**src/rtl/banco_arbitro.sv**
```systemverilog
// Write-port controller for the 32x32 register file: boots fixed values, then
// round-robin arbitrates two writeback requesters. Optional: BANCO_ARB_ZERO_PROTECT_EN.
module banco_arbitro #(
  parameter int size = 32
) (
  input  logic            clock,
  input  logic            reset_n,
  input  logic            req0_valid,
  input  logic [4:0]      req0_reg,
  input  logic [size-1:0] req0_data,
  output logic            req0_ready,
  input  logic            req1_valid,
  input  logic [4:0]      req1_reg,
  input  logic [size-1:0] req1_data,
  output logic            req1_ready,
  output logic            RegWrite,
  output logic [4:0]      WriteReg,
  output logic [size-1:0] WriteData,
  output logic            init_done,
  output logic            last_grant
);

  typedef enum logic {INIT = 1'b0, RUN = 1'b1} state_t;
  localparam logic [2:0] BOOT_LAST = 3'd6;

  state_t          state_q, state_d;
  logic [2:0]      init_ptr_q, init_ptr_d;
  logic            regwrite_q, regwrite_d;
  logic [4:0]      wreg_q, wreg_d;
  logic [size-1:0] wdata_q, wdata_d;
  logic            last_grant_q, last_grant_d;

  logic            gnt0, gnt1, xfer;
  logic [4:0]      sel_reg;
  logic [size-1:0] sel_data;

  function automatic logic [4:0] boot_reg(input logic [2:0] i);
    case (i)
      3'd0:    boot_reg = 5'd8;
      3'd1:    boot_reg = 5'd9;
      3'd2:    boot_reg = 5'd10;
      3'd3:    boot_reg = 5'd12;
      3'd4:    boot_reg = 5'd16;
      3'd5:    boot_reg = 5'd17;
      default: boot_reg = 5'd18;
    endcase
  endfunction

  function automatic logic [2:0] boot_val(input logic [2:0] i);
    case (i)
      3'd0:    boot_val = 3'd5;
      3'd1:    boot_val = 3'd5;
      3'd2:    boot_val = 3'd1;
      3'd3:    boot_val = 3'd4;
      3'd4:    boot_val = 3'd1;
      3'd5:    boot_val = 3'd3;
      default: boot_val = 3'd1;
    endcase
  endfunction

  always_ff @(posedge clock) begin
    if (!reset_n) begin
      state_q      <= INIT;
      init_ptr_q   <= 3'd0;
      regwrite_q   <= 1'b0;
      wreg_q       <= 5'd0;
      wdata_q      <= '0;
      last_grant_q <= 1'b1;
    end else begin
      state_q      <= state_d;
      init_ptr_q   <= init_ptr_d;
      regwrite_q   <= regwrite_d;
      wreg_q       <= wreg_d;
      wdata_q      <= wdata_d;
      last_grant_q <= last_grant_d;
    end
  end

  always_comb begin
    state_d = state_q;
    case (state_q)
      INIT:    if (init_ptr_q == BOOT_LAST) state_d = RUN;
      RUN:     state_d = RUN;
      default: state_d = INIT;
    endcase
  end

  always_comb begin
    gnt0 = 1'b0;
    gnt1 = 1'b0;
    if (state_q == RUN) begin
      // On a tie the requester that did not win last time goes next
      if (req0_valid && req1_valid) begin
        gnt0 = last_grant_q;
        gnt1 = ~last_grant_q;
      end else begin
        gnt0 = req0_valid;
        gnt1 = req1_valid;
      end
    end
    xfer     = gnt0 | gnt1;
    sel_reg  = gnt1 ? req1_reg  : req0_reg;
    sel_data = gnt1 ? req1_data : req0_data;

    init_ptr_d   = init_ptr_q;
    regwrite_d   = 1'b0;
    wreg_d       = wreg_q;
    wdata_d      = wdata_q;
    last_grant_d = last_grant_q;
    if (state_q == INIT) begin
      regwrite_d = 1'b1;
      wreg_d     = boot_reg(init_ptr_q);
      wdata_d    = {{(size-3){1'b0}}, boot_val(init_ptr_q)};
      init_ptr_d = init_ptr_q + 3'd1;
    end else if (xfer) begin
`ifdef BANCO_ARB_ZERO_PROTECT_EN
      regwrite_d = (sel_reg != 5'd0);
`else
      regwrite_d = 1'b1;
`endif
      wreg_d       = sel_reg;
      wdata_d      = sel_data;
      last_grant_d = gnt1;
    end
  end

  assign req0_ready = gnt0;
  assign req1_ready = gnt1;
  assign RegWrite   = regwrite_q;
  assign WriteReg   = wreg_q;
  assign WriteData  = wdata_q;
  assign init_done  = (state_q == RUN);
  assign last_grant = last_grant_q;

endmodule
```
**config.mk**
```make
export PLATFORM = sky130hd
export DESIGN_NAME = banco_arbitro
export DESIGN_NICKNAME = d
export VERILOG_FILES = /design/src/rtl/banco_arbitro.sv
export SDC_FILE = /design/constraint.sdc
export NUM_CORES = 1
export LEC_CHECK = 0
export CORE_AREA = 2 2 75 77
export DETAILED_ROUTE_END_ITERATION = 8
export DIE_AREA = 0 0 77 79
export PLACE_DENSITY_LB_ADDON = 0.2
export SLEW_MARGIN = 15
export SYNTH_ARGS = -nofsm -noshare
export SYNTH_HDL_FRONTEND = slang
export SYNTH_SLANG_ARGS = --single-unit
```
**constraint.sdc**
```tcl
create_clock -name clock -period 3 [get_ports clock]
set_input_delay 0.3 -clock clock [delete_from_list [all_inputs] [get_ports clock]]
set_output_delay 0.3 -clock clock [all_outputs]
set_load 0.01 [all_outputs]
```
Word-level counts from Yosys, hierarchy flattened
Cells that the tools add are included.
{"block": "totals", "reg_bits": 43, "inputBits": 78, "out_inout_bits": 42}
{"block": "op_classes", "addsub": 1, "eq_ne": 7, "muxes": 16, "bitwise": 3, "n_reduce_logical": 5}
{"operator": "two-way mux 32 bit", "n": 1}
{"operator": "one-hot mux 5 bit (6 select lines)", "n": 1}
{"operator": "two-way mux 5 bit", "n": 3}
{"operator": "== test 3 bit (second input constant)", "n": 3}
{"operator": "one-hot mux 3 bit (3 select lines)", "n": 1}
{"operator": "two-way mux 1 bit", "n": 7}
{"operator": "== test 3 x 2 -> 1 bit (second input constant)", "n": 2}
{"operator": "two-way mux 3 bit", "n": 2}
{"operator": "AND reduction 2 bit", "n": 2}
{"operator": "adder 3 x 1 -> 3 bit (second input constant)", "n": 1}
{"operator": "== test 3 x 1 -> 1 bit (second input constant)", "n": 1}
{"operator": "logical NOT 3 bit", "n": 1}
{"operator": "!= test 2 x 1 -> 1 bit (second input constant)", "n": 1}
{"operator": "NOT 1 bit", "n": 2}
{"operator": "one-hot mux 1 bit (2 select lines)", "n": 1}
{"operator": "OR reduction 2 bit", "n": 1}
{"operator": "logical AND 1 bit", "n": 1}
{"operator": "bitwise OR 1 bit", "n": 1}

Depth between registers and ports, before layout
{"block": "logic_depth", "depth_word": 6, "ltp_mapped": 6, "ltp_nobuf": 6}

Worst setup path before layout
Ideal clock, no wire load.
{"block": "synth_path", "path_type": "register to register", "start": "register last_grant_q, in the netlist last_grant", "end": "register wreg_q[0], in the netlist WriteReg[0]", "arrival_ps": 1221, "slack_ps": 1648, "path_stages_with_launch": 7, "n_path_buf": 2, "synth_period_minus_slack_ps": 1352, "cell_sequence": "dfxtp_1 -> a21boi_2 -> and2_4 -> buf_12 -> buf_12 -> mux2i_1 -> o22ai_1"}
{"block": "synth_via", "elab_chain_cells": 6}
{"element": "start, declared", "line_no": "31", "text": "logic last_grant_q, last_grant_d;"}
{"element": "start signal, assigned", "line_no": "75", "text": "last_grant_q <= last_grant_d;"}
{"element": "NOT 1 bit *", "line_no": "95", "text": "gnt1 = ~last_grant_q;"}
{"element": "two-way mux 1 bit *", "line_no": "93", "text": "if (req0_valid && req1_valid) begin"}
{"element": "two-way mux 1 bit *", "line_no": "91", "text": "if (state_q == RUN) begin"}
{"element": "net req1_ready", "line_no": "15", "text": "output logic req1_ready,"}
{"element": "two-way mux 5 bit", "line_no": "102", "text": "sel_reg = gnt1 ? req1_reg : req0_reg;"}
{"element": "two-way mux 5 bit", "line_no": "115", "text": "end else if (xfer) begin"}
{"element": "two-way mux 5 bit", "line_no": "110", "text": "if (state_q == INIT) begin"}
{"element": "end signal, assigned", "line_no": "73", "text": "wreg_q <= wreg_d;"}
{"element": "end, declared", "line_no": "29", "text": "logic [4:0] wreg_q, wreg_d;"}
Mark *: on every way through the listed nets, which the timed path passes. The rest lies on a longest branch. The select of a mux whose other input is x is not followed.
A chain may end at the register's enable or synchronous reset.

Final worst setup path
{"block": "layout_path", "start": "input req1_valid", "end": "output req1_ready"}
{"block": "layout_via", "elab_chain_cells": 3}
{"element": "start, declared", "line_no": "12", "text": "input logic req1_valid,"}
{"element": "logical AND 1 bit", "line_no": "93"}
{"element": "two-way mux 1 bit *", "line_no": "93"}
{"element": "two-way mux 1 bit *", "line_no": "91"}
{"element": "end, declared", "line_no": "15"}
Mark *: on every way between the ends. The rest lies on a longest branch, timed or not.

==> impl_metrics.json <==
{
  "dieHeight_um": 79,
  "n_antenna_cell": 0,
  "synth_edf_count": 0,
  "cp-start-kind": "input pin",
  "timing.final.crit_share_pct": 81.5,
  "startpoint": "req1_valid",
  "slew-limit-headroom_pct": 67.0,
  "cts_root_buf": "clkbuf_8",
  "cts_resized": 0,
  "max_slew.worst_pin.slew_ns": 0.495,
  "power.leakage_nw": 1.23,
  "setup_viol": 0,
  "cp_max_fo": 18,
  "p_per_area_nw_per_um2": 401,
  "r2r_end": "WriteData[1]",
  "ff2ff_setup_slack_ns": 1.17,
  "finalSetupTns_ns": 0,
  "min_path_type": "reg2reg",
  "postCtsSetupBuffers": 0,
  "htreeDepth": 2,
  "drc_errors": 0,
  "drtIter0Drc": 58,
  "cts_hold_buf": 0,
  "fin_crit_ns": 2.45,
  "io_pins": 120,
  "critPathRequiredTime_ns": 2.70,
  "port_buffers": 119,
  "grt_overflow": 0,
  "areaGrowthSynthToFinish_pct": 64.1,
  "die-width_um": 77,
  "firstDrtPassIters": 4,
  "fin_total_pwr_mw": 1.36,
  "gp_congestion": 0.760,
  "core-area_um2": 5340,
  "ant_nets": 0,
  "synth_cell_type_count": 34,
  "layout_common_cells": "clkdlybuf4s50_1, dfxtp_1, mux2i_1, o21ai_0, a21oi_1",
  "grt_pass1_vias": 1965,
  "critPathArrivalTime_ns": 2.15,
  "die_area_um2": 6080,
  "hold_viol": 0,
  "start_util_pct": 38.8,
  "yosys_warnings": 0,
  "synth-seq-area-share_pct": 41.6,
  "cts-buffers-inserted": 5,
  "layout_commonest_cell": "clkdlybuf4s50_1",
  "grt_usage_pct": 18.9,
  "syn-num-nets": 307,
  "synthesis.area_um2": 2070,
  "clk_pin_slew_worst_paths_ns": 0.08,
  "ff2ff_path_depth": 5,
  "synth-main-ff-cell": "dfxtp_1",
  "grt_start_max_net_pins": 60,
  "drive_gt1_share_pct": 5.31,
  "cts_tree": "done",
  "wirelength_um": 5840,
  "cts.path.max_buffers": 2,
  "reg2reg_from": "last_grant",
  "clk-insertion-delay-late_ns": 0.29,
  "rows": 27,
  "crit_path_end": "req1_ready",
  "clock_skew_ns": 0.00531,
  "status": "finished, final reports clean",
  "rsz0062_at_grt": "no",
  "cts.sinks": 43,
  "vias_per_cell": 5.00,
  "drv_cap": 0,
  "end_kind": "output port",
  "grt_first_pass_wirelength_um": 9270,
  "netlist_instances": 223,
  "path_class": "in2out",
  "fin_nets": 422,
  "ys_ff_latch": 43,
  "syn_avg_cell_area_um2": 9.28,
  "fmax_ghz": 0.409,
  "grt_antenna_before_repair": 0,
  "hold_slack_ns": 0.502,
  "vias": 2054,
  "max-vdd-ir-drop_v": 0.000294,
  "wl_per_cell_um": 14.2,
  "maxSlewViolCount": 0,
  "dp_hpwl_um": 4240,
  "async_reset_ff_share_pct": 0
}
-- where the power goes --
part / leakage [nW] / internal (mW) / switching (mW)
registers: 0.349 / 0.587 / 0.0120
clock network: 0.0654 / 0.333 / 0.198
logic: 0.818 / 0.151 / 0.0799
-- per-stage QoR --
step           util [%]  cells  area, µm²  setup WS, ns
2_1_floorplan         -    223       2070          1.65
3_3_place_gp       61.2    403       3260         0.591
3_5_place_dp       61.2    403       3260         0.550
4_1_cts            63.6    411       3400         0.548
5_1_grt            63.6    411       3400         0.471
6_report           63.6    411       3400         0.554
-- cell usage after synthesis, drive strengths merged, types with 3 or more instances --
library cell / count / share of area (%)
nor2b: 3 / 1.0
dfxtp: 43 / 42
a22oi: 3 / 1.1
inv: 6 / 1.1
clkbuf: 7 / 1.3
nor2: 9 / 1.6
buf: 10 / 5.3
a31oi: 5 / 1.5
and2: 3 / 1.0
nand2: 8 / 1.5
a21oi: 33 / 8.0
o21ai: 33 / 8.0
ha: 6 / 3.6
mux2i: 33 / 16
o22ai: 4 / 1.2
nand3: 3 / 0.73
-- worst max-delay path, stage by stage --
cell and delay [ns]:
clkdlybuf4s50_1 0.58, a21boi_2 0.27, and2_4 0.39, clkdlybuf4s50_1 0.60
-- layer usage --
layer,vias up,part of all wire (%),track usage [%]
li1,1031,-,-
met1,938,43,22.2
met2,78,50,33.2
met3,7,6.4,5.45
met4,0,1.3,6.43
met5,-,0,0
-- final cells by class --
| class | count | area, µm² |
|---|---|---|
| Fill cell | 479 | 1940 |
| Timing Repair Buffer | 125 | 1240 |
| Multi-Input combinational cell | 157 | 1050 |
| Sequential cell | 43 | 861 |
| Tap cell | 72 | 90.1 |
| Clock buffer | 6 | 72.6 |
| Clock inverter | 2 | 60.1 |
| Inverter | 6 | 22.5 |
-- state kept, by name (all words and copies together), names as in the netlist --
signal and count:
WriteData 32, last_grant 1, init_ptr_q 3, WriteReg 5, RegWrite 1, init_done 1
-- cells by family after synthesis --
family / synth area share (%)
buf+inv: 7.68
mux: 16.5
xor+xnor: 0.423
compound gates: 23.2
flops: 41.6
fa+ha+maj: 3.63
simple gates: 7.01
-- how the worst min path moves through the flow --
stage,startpoint,to,slack (ns),cells past startpoint
global placement,WriteReg[1],WriteReg[1],0.49,2
finish,WriteReg[1],WriteReg[1],0.50,2
detailed placement,WriteReg[1],WriteReg[1],0.49,2
CTS,WriteReg[1],WriteReg[1],0.51,2
global route,WriteReg[1],WriteReg[1],0.52,2
floorplan,reset_n,last_grant,0.38,1
Power figures use the tool's default switching activity.
